File: config.mk
export PLATFORM = sky130hd
export DESIGN_NAME = pulse_code_rx_flat
export DESIGN_NICKNAME = d
export VERILOG_FILES = /design/src/rtl/pulse_code_rx_if.sv /design/src/rtl/pulse_code_rx.sv /design/src/flat_wrapper.sv
export SDC_FILE = /design/constraint.sdc
export NUM_CORES = 1
export LEC_CHECK = 0
export CORE_MARGIN = 8
export CORE_UTILIZATION = 30
export CTS_CLUSTER_SIZE = 16
export DETAILED_ROUTE_END_ITERATION = 10
export DONT_BUFFER_PORTS = 1
export PLACE_DENSITY_LB_ADDON = 0.3
export SLEW_MARGIN = 20
export SYNTH_ARGS = -nofsm -noshare
export SYNTH_HDL_FRONTEND = slang
export SYNTH_SLANG_ARGS = --single-unit
File: constraint.sdc
create_clock -name clk_in -period 3 [get_ports clk_in]
set_clock_uncertainty 0.15 [all_clocks]
set_input_delay 0.45 -clock clk_in [delete_from_list [all_inputs] [get_ports clk_in]]
set_output_delay 0.45 -clock clk_in [all_outputs]
set_load 0.1 [all_outputs]
File: src/rtl/pulse_code_rx_if.sv
// Line and output-slot signals of the pulse-code receiver.
// The master side drives the raw line and ready_in; the slave side is the receiver itself.
interface pulse_code_rx_if #(
    parameter int WIDTH = 8
);
    logic             signal_in;
    logic             ready_in;
    logic [WIDTH-1:0] code_out;
    logic             valid_out;
    logic             repeat_out;
    logic             overrun_out;
    logic [2:0]       error_out;
    logic [3:0]       state_out;

    modport master (
        output signal_in, ready_in,
        input  code_out, valid_out, repeat_out, overrun_out, error_out, state_out
    );

    modport slave (
        input  signal_in, ready_in,
        output code_out, valid_out, repeat_out, overrun_out, error_out, state_out
    );
endinterface

File: src/rtl/pulse_code_rx.sv
// Pulse-width frame receiver: sync + filter front end, run-length FSM, parity, repeat and timeout detection.
// Line-to-filter latency 2+FILTER_LEN cycles; a full output slot drops new frames (overrun) rather than stalling.
module pulse_code_rx #(
    parameter int SBD        = 800,
    parameter int SSD        = 800,
    parameter int RSD        = 400,
    parameter int BBD        = 400,
    parameter int BSD0       = 200,
    parameter int BSD1       = 400,
    parameter int MARGIN     = 100,
    parameter int WIDTH      = 8,
    parameter int PARITY_EN  = 1,
    parameter int FILTER_LEN = 4,
    parameter int CNT_W      = 16
) (
    input  logic           clk_in,
    input  logic           rst_in,
    pulse_code_rx_if.slave bus
);
    localparam int NB        = WIDTH + PARITY_EN;
    localparam int BC_W      = $clog2(NB + 1);
    localparam int FC_W      = $clog2(FILTER_LEN + 1);
    localparam int TO_SYNC_L = ((SSD > RSD) ? SSD : RSD) + MARGIN;
    localparam int TO_BIT_L  = ((BSD1 > BSD0) ? BSD1 : BSD0) + MARGIN;
    localparam logic [CNT_W-1:0] CNT_MAX = '1;

    typedef enum logic [3:0] {
        ST_IDLE   = 4'd0,
        ST_SYNC_H = 4'd1,
        ST_SYNC_L = 4'd2,
        ST_BIT_H  = 4'd3,
        ST_BIT_L  = 4'd4,
        ST_DONE   = 4'd5
    } state_t;

    function automatic logic in_win(input int d, input int c);
        return (d >= c - MARGIN) && (d <= c + MARGIN);
    endfunction

    logic             sync1_q, sync1_d, sync2_q, sync2_d;
    logic             filt_q, filt_d;
    logic [FC_W-1:0]  fcnt_q, fcnt_d;
    logic [CNT_W-1:0] cnt_q, cnt_d;
    state_t           state_q, state_d;
    logic [BC_W-1:0]  bit_cnt_q, bit_cnt_d;
    logic [NB-1:0]    sr_q, sr_d;
    logic [WIDTH-1:0] code_q, code_d;
    logic             valid_q, valid_d;
    logic             have_code_q, have_code_d;
    logic             repeat_q, repeat_d;
    logic             overrun_q, overrun_d;
    logic [2:0]       err_q, err_d;

    logic flip, rise, fall, bit_val, parity_bad;
    int   dur;

    // Front end: two-flop synchroniser, then a run-length glitch filter.
    always_comb begin
        sync1_d = bus.signal_in;
        sync2_d = sync1_q;
        filt_d  = filt_q;
        fcnt_d  = '0;
        if (sync2_q != filt_q) begin
            if (fcnt_q == FC_W'(FILTER_LEN - 1)) begin
                filt_d = sync2_q;
            end else begin
                fcnt_d = fcnt_q + 1'b1;
            end
        end
    end

    // cnt_q equals the number of cycles the current filtered level has lasted,
    // so on the cycle a flip is decided it is exactly the duration of the ending level.
    always_comb begin
        flip  = (filt_d != filt_q);
        rise  = flip & ~filt_q;
        fall  = flip & filt_q;
        dur   = int'(cnt_q);
        cnt_d = flip ? CNT_W'(1) : ((cnt_q == CNT_MAX) ? cnt_q : cnt_q + 1'b1);
    end

    always_comb begin
        state_d     = state_q;
        bit_cnt_d   = bit_cnt_q;
        sr_d        = sr_q;
        code_d      = code_q;
        valid_d     = valid_q;
        have_code_d = have_code_q;
        repeat_d    = 1'b0;
        overrun_d   = 1'b0;
        err_d       = err_q;
        bit_val     = 1'b0;
        parity_bad  = (PARITY_EN != 0) && (^sr_q);

        if (valid_q && bus.ready_in) begin
            valid_d = 1'b0;
        end

        case (state_q)
            ST_IDLE: begin
                if (rise) begin
                    state_d   = ST_SYNC_H;
                    err_d     = 3'd0;
                    bit_cnt_d = '0;
                    sr_d      = '0;
                end
            end
            // High levels always end in a fall that gets classified, so only
            // silences (where an idle low line could stall the FSM) time out.
            ST_SYNC_H: begin
                if (fall) begin
                    if (in_win(dur, SBD)) begin
                        state_d = ST_SYNC_L;
                    end else begin
                        state_d = ST_IDLE;
                        err_d   = 3'd1;
                    end
                end
            end
            ST_SYNC_L: begin
                if (rise) begin
                    if (in_win(dur, SSD)) begin
                        state_d = ST_BIT_H;
                    end else if (in_win(dur, RSD)) begin
                        state_d  = ST_IDLE;
                        repeat_d = have_code_q;
                    end else begin
                        state_d = ST_IDLE;
                        err_d   = 3'd1;
                    end
                end else if (dur > TO_SYNC_L) begin
                    state_d = ST_IDLE;
                    err_d   = 3'd5;
                end
            end
            ST_BIT_H: begin
                if (fall) begin
                    if (in_win(dur, BBD)) begin
                        state_d = ST_BIT_L;
                    end else begin
                        state_d = ST_IDLE;
                        err_d   = 3'd2;
                    end
                end
            end
            ST_BIT_L: begin
                if (rise) begin
                    if (in_win(dur, BSD0) || in_win(dur, BSD1)) begin
                        bit_val   = !in_win(dur, BSD0);
                        sr_d      = (sr_q << 1) | NB'(bit_val);
                        bit_cnt_d = bit_cnt_q + 1'b1;
                        state_d   = (bit_cnt_q == BC_W'(NB - 1)) ? ST_DONE : ST_BIT_H;
                    end else begin
                        state_d = ST_IDLE;
                        err_d   = 3'd3;
                    end
                end else if (dur > TO_BIT_L) begin
                    state_d = ST_IDLE;
                    err_d   = 3'd5;
                end
            end
            ST_DONE: begin
                state_d = ST_IDLE;
                if (parity_bad) begin
                    err_d = 3'd4;
                end else if (!valid_q || bus.ready_in) begin
                    code_d      = sr_q[NB-1 -: WIDTH];
                    valid_d     = 1'b1;
                    have_code_d = 1'b1;
                end else begin
                    overrun_d = 1'b1;
                    err_d     = 3'd6;
                end
            end
            default: state_d = ST_IDLE;
        endcase
    end

    always_ff @(posedge clk_in or negedge rst_in) begin
        if (!rst_in) begin
            sync1_q     <= 1'b0;
            sync2_q     <= 1'b0;
            filt_q      <= 1'b0;
            fcnt_q      <= '0;
            cnt_q       <= '0;
            state_q     <= ST_IDLE;
            bit_cnt_q   <= '0;
            sr_q        <= '0;
            code_q      <= '0;
            valid_q     <= 1'b0;
            have_code_q <= 1'b0;
            repeat_q    <= 1'b0;
            overrun_q   <= 1'b0;
            err_q       <= 3'd0;
        end else begin
            sync1_q     <= sync1_d;
            sync2_q     <= sync2_d;
            filt_q      <= filt_d;
            fcnt_q      <= fcnt_d;
            cnt_q       <= cnt_d;
            state_q     <= state_d;
            bit_cnt_q   <= bit_cnt_d;
            sr_q        <= sr_d;
            code_q      <= code_d;
            valid_q     <= valid_d;
            have_code_q <= have_code_d;
            repeat_q    <= repeat_d;
            overrun_q   <= overrun_d;
            err_q       <= err_d;
        end
    end

    assign bus.code_out    = code_q;
    assign bus.valid_out   = valid_q;
    assign bus.repeat_out  = repeat_q;
    assign bus.overrun_out = overrun_q;
    assign bus.error_out   = err_q;
    assign bus.state_out   = state_q;

endmodule
File: src/flat_wrapper.sv
// flat-port wrapper written by rule: the top's interface ports become plain ports
module pulse_code_rx_flat 
#(
    parameter int SBD        = 800,
    parameter int SSD        = 800,
    parameter int RSD        = 400,
    parameter int BBD        = 400,
    parameter int BSD0       = 200,
    parameter int BSD1       = 400,
    parameter int MARGIN     = 100,
    parameter int WIDTH      = 8,
    parameter int PARITY_EN  = 1,
    parameter int FILTER_LEN = 4,
    parameter int CNT_W      = 16
)
  (clk_in, rst_in, bus_signal_in, bus_ready_in, bus_code_out, bus_valid_out, bus_repeat_out, bus_overrun_out, bus_error_out, bus_state_out);
  pulse_code_rx_if #(.WIDTH(WIDTH)) bus_i ();
  input  logic clk_in;
  input  logic rst_in;
  input wire logic [$bits(bus_i.signal_in)-1:0] bus_signal_in;
  input wire logic [$bits(bus_i.ready_in)-1:0] bus_ready_in;
  output wire logic [$bits(bus_i.code_out)-1:0] bus_code_out;
  output wire logic [$bits(bus_i.valid_out)-1:0] bus_valid_out;
  output wire logic [$bits(bus_i.repeat_out)-1:0] bus_repeat_out;
  output wire logic [$bits(bus_i.overrun_out)-1:0] bus_overrun_out;
  output wire logic [$bits(bus_i.error_out)-1:0] bus_error_out;
  output wire logic [$bits(bus_i.state_out)-1:0] bus_state_out;
  assign bus_i.signal_in = bus_signal_in;
  assign bus_i.ready_in = bus_ready_in;
  assign bus_code_out = bus_i.code_out;
  assign bus_valid_out = bus_i.valid_out;
  assign bus_repeat_out = bus_i.repeat_out;
  assign bus_overrun_out = bus_i.overrun_out;
  assign bus_error_out = bus_i.error_out;
  assign bus_state_out = bus_i.state_out;
  pulse_code_rx #(.SBD(SBD), .SSD(SSD), .RSD(RSD), .BBD(BBD), .BSD0(BSD0), .BSD1(BSD1), .MARGIN(MARGIN), .WIDTH(WIDTH), .PARITY_EN(PARITY_EN), .FILTER_LEN(FILTER_LEN), .CNT_W(CNT_W)) u_core (.clk_in(clk_in), .rst_in(rst_in), .bus(bus_i));
endmodule
Word-level counts from Yosys, hierarchy flattened
Cells that the tools add are included.
{"block": "totals", "input_bits": 4, "out_inout_bits": 18, "mem_bits_ro": 0, "mem_count": 0, "wordCells": 123, "ram_bits": 0, "latchBits": 0, "regBits": 54}
{"block": "classes", "n_eq_ne": 24, "n_addsub": 3, "n_lt_le_gt_ge": 8, "n_bitwise": 5, "n_reduce_logical": 16, "shifts": 0, "multipliers": 0, "mux": 53, "div": 0}
{"cell": "$mux W3", "n": 18}
{"cell": "$mux W4", "n": 11}
{"cell": "$le A16 B9 Y1 const B", "n": 2}
{"cell": "$mux W16", "n": 2}
{"cell": "$mux W9", "n": 3}
{"cell": "$pmux W4 S5", "n": 1}
{"cell": "$pmux W3 S6", "n": 1}
{"cell": "$pmux W9 S2", "n": 1}
{"cell": "$add A16 B1 Y16 const B", "n": 1}
{"cell": "$eq A16 B16 Y1 const B", "n": 1}
{"cell": "$ge A16 B10 Y1 const B", "n": 1}
{"cell": "$ge A16 B7 Y1 const B", "n": 1}
{"cell": "$ge A16 B9 Y1 const B", "n": 1}
{"cell": "$gt A16 B10 Y1 const B", "n": 1}
{"cell": "$gt A16 B9 Y1 const B", "n": 1}
{"cell": "$le A16 B10 Y1 const B", "n": 1}
{"cell": "$mux W1", "n": 13}
{"cell": "$ne A2 B1 Y1 const B", "n": 6}
{"cell": "$reduce_and A12 Y1", "n": 1}
{"cell": "$ne A3 B3 Y1 const B", "n": 3}
{"cell": "$or A9 B1 Y9", "n": 1}
{"cell": "$reduce_xor A9 Y1", "n": 1}
{"cell": "$eq A4 B2 Y1 const B", "n": 2}
{"cell": "$eq A4 B3 Y1 const B", "n": 2}
{"cell": "other kinds (22)", "n": 33}

Longest topological paths before layout
{"block": "depth", "word_depth": 7, "mapped_depth": 12, "ltp_nobuf": 11}

Worst setup path after synthesis
No wires, ideal clock.
{"block": "synth_timing", "path_kind": "reg-to-reg", "start": "register u_core.state_q[1], in the netlist u_core.bus.state_out[1]", "end": "register u_core.err_q[0], in the netlist u_core.bus.error_out[0]", "path_buffers": 1, "setup_ps": 126, "t_required_ps": 2724, "period_less_slack_ps": 2710, "slack_ps": 290, "t_arrival_ps": 2434, "path_stages_with_launch": 8, "cell_sequence": "dfrtp_1 > clkbuf_1 > nor2_1 > nand2_1 > nor2_1 > o21a_4 > nor4_4 > mux2_4"}
{"block": "synth_via", "elab_chain_cells": 3, "word_cells_on_any_way": 20, "cone_classes": "16 x eq/ne; 1 x mux; 3 x reduce/logical"}
{"element": "start, declared", "line": "pulse_code_rx.sv:44", "text": "state_t state_q, state_d;"}
{"element": "start signal, assigned", "line": "pulse_code_rx.sv:201", "text": "state_q <= state_d;"}
{"element": "$eq A4 B3 Y1 (tied with other cells)", "line": "pulse_code_rx.sv:99", "text": "case (state_q)"}
{"element": "$ne A3 B2 Y1 (no line) (tied with other cells)"}
{"element": "$reduce_and A12 Y1 (no line)"}
{"element": "end signal, assigned", "line": "pulse_code_rx.sv:209", "text": "err_q <= err_d;"}
{"element": "end, declared", "line": "pulse_code_rx.sv:52", "text": "logic [2:0] err_q, err_d;"}
Parallel ways exist; a longest one is shown, timed or not.
A chain may end at the register's enable or synchronous reset.

Final worst setup path
{"block": "layout_timing", "start": "register u_core.fcnt_q[0]", "end": "register u_core.err_q[2], in the netlist u_core.bus.error_out[2]"}
{"block": "layout_via", "elab_chain_cells": 7, "word_cells_on_any_way": 18, "cone_classes": "10 x eq/ne; 5 x mux; 2 x bitwise; 1 x reduce/logical"}
{"element": "start, declared", "line": "pulse_code_rx.sv:42", "text": "logic [FC_W-1:0] fcnt_q, fcnt_d;"}
{"element": "start signal, assigned", "line": "pulse_code_rx.sv:199", "text": "fcnt_q <= fcnt_d;"}
{"element": "$eq A3 B2 Y1 *", "line": "pulse_code_rx.sv:64", "text": "if (fcnt_q == FC_W'(FILTER_LEN - 1)) begin"}
{"element": "$mux W1 *", "line": "pulse_code_rx.sv:64"}
{"element": "$mux W1 *", "line": "pulse_code_rx.sv:63", "text": "if (sync2_q != filt_q) begin"}
{"element": "net u_core.filt_d", "line": "pulse_code_rx.sv:41", "text": "logic filt_q, filt_d;"}
{"element": "$ne A1 B1 Y1 *", "line": "pulse_code_rx.sv:75", "text": "flip = (filt_d != filt_q);"}
{"element": "$and A1 B1 Y1, on equally long branches", "line": "pulse_code_rx.sv:76, pulse_code_rx.sv:77"}
{"element": "$ne A3 B3 Y1 (no line) (tied with other cells)"}
{"element": "$reduce_and A12 Y1 (no line) or $pmux W3 S6 (tied branches)"}
The timed path passes the listed nets; every way through them passes the cells marked *.

==> metrics.md <==
| Metric | Value |
|---|---|
| Via Count | 2074 |
| CTS Root Cell | clkbuf_8 |
| CP Class | reg2reg |
| Comb pwr share | 29.3% |
| Filler instances | approximately 1000 |
| Max FO, Critical Path | 9 |
| Period utilization | 90.6% |
| Routed wire length | 6.08 mm |
| Worst Setup Start Kind | flip-flop |
| CTS tree | yes |
| CTS max path bufs | 2 |
| HPWL Detailed | 4.25 mm |
| Tightest Pin Transition | 935 ps |
| Starting DRT DRC Count | 99 |
| Placed cell area | 3120 um^2 |
| Final Max Slew Viols | 0 |
| Pint | 1.12 mW |
| Design area | 3260 um^2 |
| Routed vias/inst | 4.80 |
| Die Wd | 116 um |
| Largest net degree at the start of global routing | 54 |
| Worst Path Arrival | 2760 ps |
| Max-cap violations | 0 |
| Routed WL per cell | 14.1 um |
| H-Tree Level Count | 2 |
| Final Wtd Congestion | 0.792 |
| Number of port buffers | 0 |
| RR Startpoint | u_core.fcnt_q[0] |
| Top-area cell type share of the netlist area | 44.3% |
| First-pass GRT wire length | 10.4 mm |
| Initial Util | 30.8% |
| Asr flop ratio synth | 100% |
| FF-to-FF path depth | 10 |
| GRT overflow | 0 |
| Nets | 309 |
| Minimum hold slack | 153 ps |
| Number of diodes | 0 |
| CP required | 3040 ps |
| Post-Syn Instances | 297 |
| DRT Pass-1 Iters | 5 |
| Worst hold path startpoint | bus_ready_in |
| Clock Latency Late Sink | 310 ps |
| Die height | around 120 um |
| Sink Count | 53 |
| Psw | around 0.73 mW |
| PostCTS Resize Cnt | 0 |
| Leakage | 1.46 nW |
| Unrepaired setup endpoints after global routing | no |
| Setup TNS | 0 ps |
| Top post-synthesis cells by area | dfrtp_1 44%, nand2_1 4.1%, nor2_1 3.5% |
| Worst Hold Class | in2reg |
| EDFF count, synth | 0 |
| Layout cells sized above 1 | 16.4% |
| Post-synth net total | 308 |
| Reg power frac | 48.8% |
| Switching share of power | 39.3% |
| Mapped Avg Cell Area | between 10 and 15 um^2 |
| Vias in the first global route | 2033 |
| YS warnings | 0 |
| Placeable Area | 9730 um^2 |
| Hold Path Stages | 2 |
| Clk pwr share | 21.9% |
| VDD IR max | 0.000373 V |
| Post-Syn Area | 3000 um^2 |
| Final setup violation count | 0 |
| Synthesized flop and latch total | 53 |
| Synth Flop Type | dfrtp_1 |
| Rows | 36 |
| Overall routing resource usage | 9.65% |
| Area Overhead vs Synth | 8.69% |
| Most common cell in the netlist | dfrtp_1 |
| Initial antenna violation count | 0 |
| Pwr dens | ~570 nW/um^2 |
| Clock-pin slew on the worst setup and hold paths | about 110 ps |
| Rel. slew slack | 37.7% |
| Largest area contributor in the netlist | dfrtp_1 |
| Die area | 13400 um^2 |
| Antenna-violating nets left | 0 |
| Synth top cells by count | 53 x dfrtp_1, 33 x nand2_1, 28 x nor2_1, 19 x nand3_1, 12 x xor2_1 |
| Distinct cells, synth | 62 |
| Status | finished clean |
| Fin crit period | approximately 2700 ps |
| Crit. Startpoint | u_core.fcnt_q[0] |
| Top Ports | 22 |
| CTS Buf Count | 5 |
| Post-Route Utilization | between 30% and 40% |
| Setup crit end kind | flip-flop |
| F_max | roughly 370 MHz |
| Final Hold Viols | 0 |
| Register area share after synthesis | roughly 44% |
| Drc violations | 0 |
## power by group through the flow
stage | combinational (mW) | sequential [mW] | clock, mW
after floorplan | 0.426 | 0.912 | 0
after global placement | 0.523 | 0.915 | 0
after detailed placement | 0.532 | 0.917 | 0
after CTS | 0.552 | 0.904 | 0.428
after global routing | 0.621 | 0.914 | 0.453
final | 0.543 | 0.903 | 0.406
## cell families after synthesis
family,count (synthesis),share of synthesized area [%]
DFF,53,44.3
muxes,13,5.14
other,1,0.125
xor gates and xnor gates,19,6.47
buffers and inverters,28,4.89
adders and majority gates,7,2.92
AOI/OAI and AO/OA,44,11.5
and+or+nand+nor,132,24.6
## worst max-delay path, cell delays in order, from the launching register on
cell and delay [ps]:
dfrtp_1 360, ha_1 160, nor2b_1 210, nor2_1 60, a21oi_1 160, inv_1 90, ha_1 290, or3_1 410
o211ai_1 310, nor4_4 110, mux2_4 310
## worst paths after layout
check	to	slack (ps)
max	u_core.bus.error_out[2]	280
min	u_core.bus.overrun_out	150
max reg2reg	u_core.bus.error_out[2]	280
min reg2reg	u_core.sync2_q	210
max in group asynchronous	u_core.cnt_q[5]	1940
min in group asynchronous	u_core.sr_q[3]	510
## flip-flops by register name, indices dropped and copies added, names as in the netlist
signal and count:
u_core.bus.state_out 3, u_core.cnt_q 16, u_core.bus.valid_out 1, u_core.bus.repeat_out 1
u_core.have_code_q 1, u_core.bus.error_out 3, u_core.filt_q 1, u_core.sr_q 9
u_core.sync1_q 1, u_core.bit_cnt_q 4, u_core.bus.overrun_out 1, u_core.bus.code_out 8
u_core.sync2_q 1, u_core.fcnt_q 3
## routing by layer
layer / vias up / GRT usage (%) / share of wire, %
met5: - / 0 / 0
met4: 0 / 2.85 / 1.1
met3: 7 / 2.14 / 4.0
met2: 34 / 15.6 / 46
met1: 988 / 12.6 / 48
li1: 1045 / - / -
## metrics by stage
step	worst slack, ps	cells	total power [mW]
detailed placement	273	421	1.45
finish	281	432	1.85
floorplan	290	297	1.34
global placement	339	421	1.44
CTS	258	431	1.88
global route	58.4	432	1.99
## repair_timing
action / CTS / global route
hold buffers: 2 / 1
setup buffers: 0 / 0
hold endpoints to repair: 53 / 1
## layout make-up
| class | count | area (um^2) | area share [%] |
|---|---|---|---|
| Multi-Input combinational cell | 216 | 1520 | 46.8 |
| Sequential cell | 53 | 1330 | 40.7 |
| Tap cell | 133 | 166 | 5.11 |
| Timing Repair Buffer | 11 | 108 | 3.31 |
| Clock buffer | 5 | 68.8 | 2.11 |
| Inverter | 11 | 41.3 | 1.27 |
| Clock inverter | 3 | 22.5 | 0.692 |
## cell usage in the layout (no fill, tap or decap), types with 4 or more instances in the layout
master | Yosys | routed
nand2_1 | 33 | 33
xor2_1 | 12 | 12
dfrtp_1 | 53 | 53
nor2b_1 | 9 | 9
a21oi_1 | 10 | 10
buf_4 | 5 | 8
mux2_2 | 7 | 7
o21ai_0 | 4 | 4
nand3_1 | 19 | 19
nor3_1 | 4 | 4
inv_1 | 11 | 11
nand4_1 | 9 | 9
nor2_1 | 28 | 28
xnor2_1 | 5 | 5
nand2b_1 | 5 | 5
ha_1 | 7 | 7
clkbuf_8 | 0 | 5
Power figures use the tool's default switching activity.
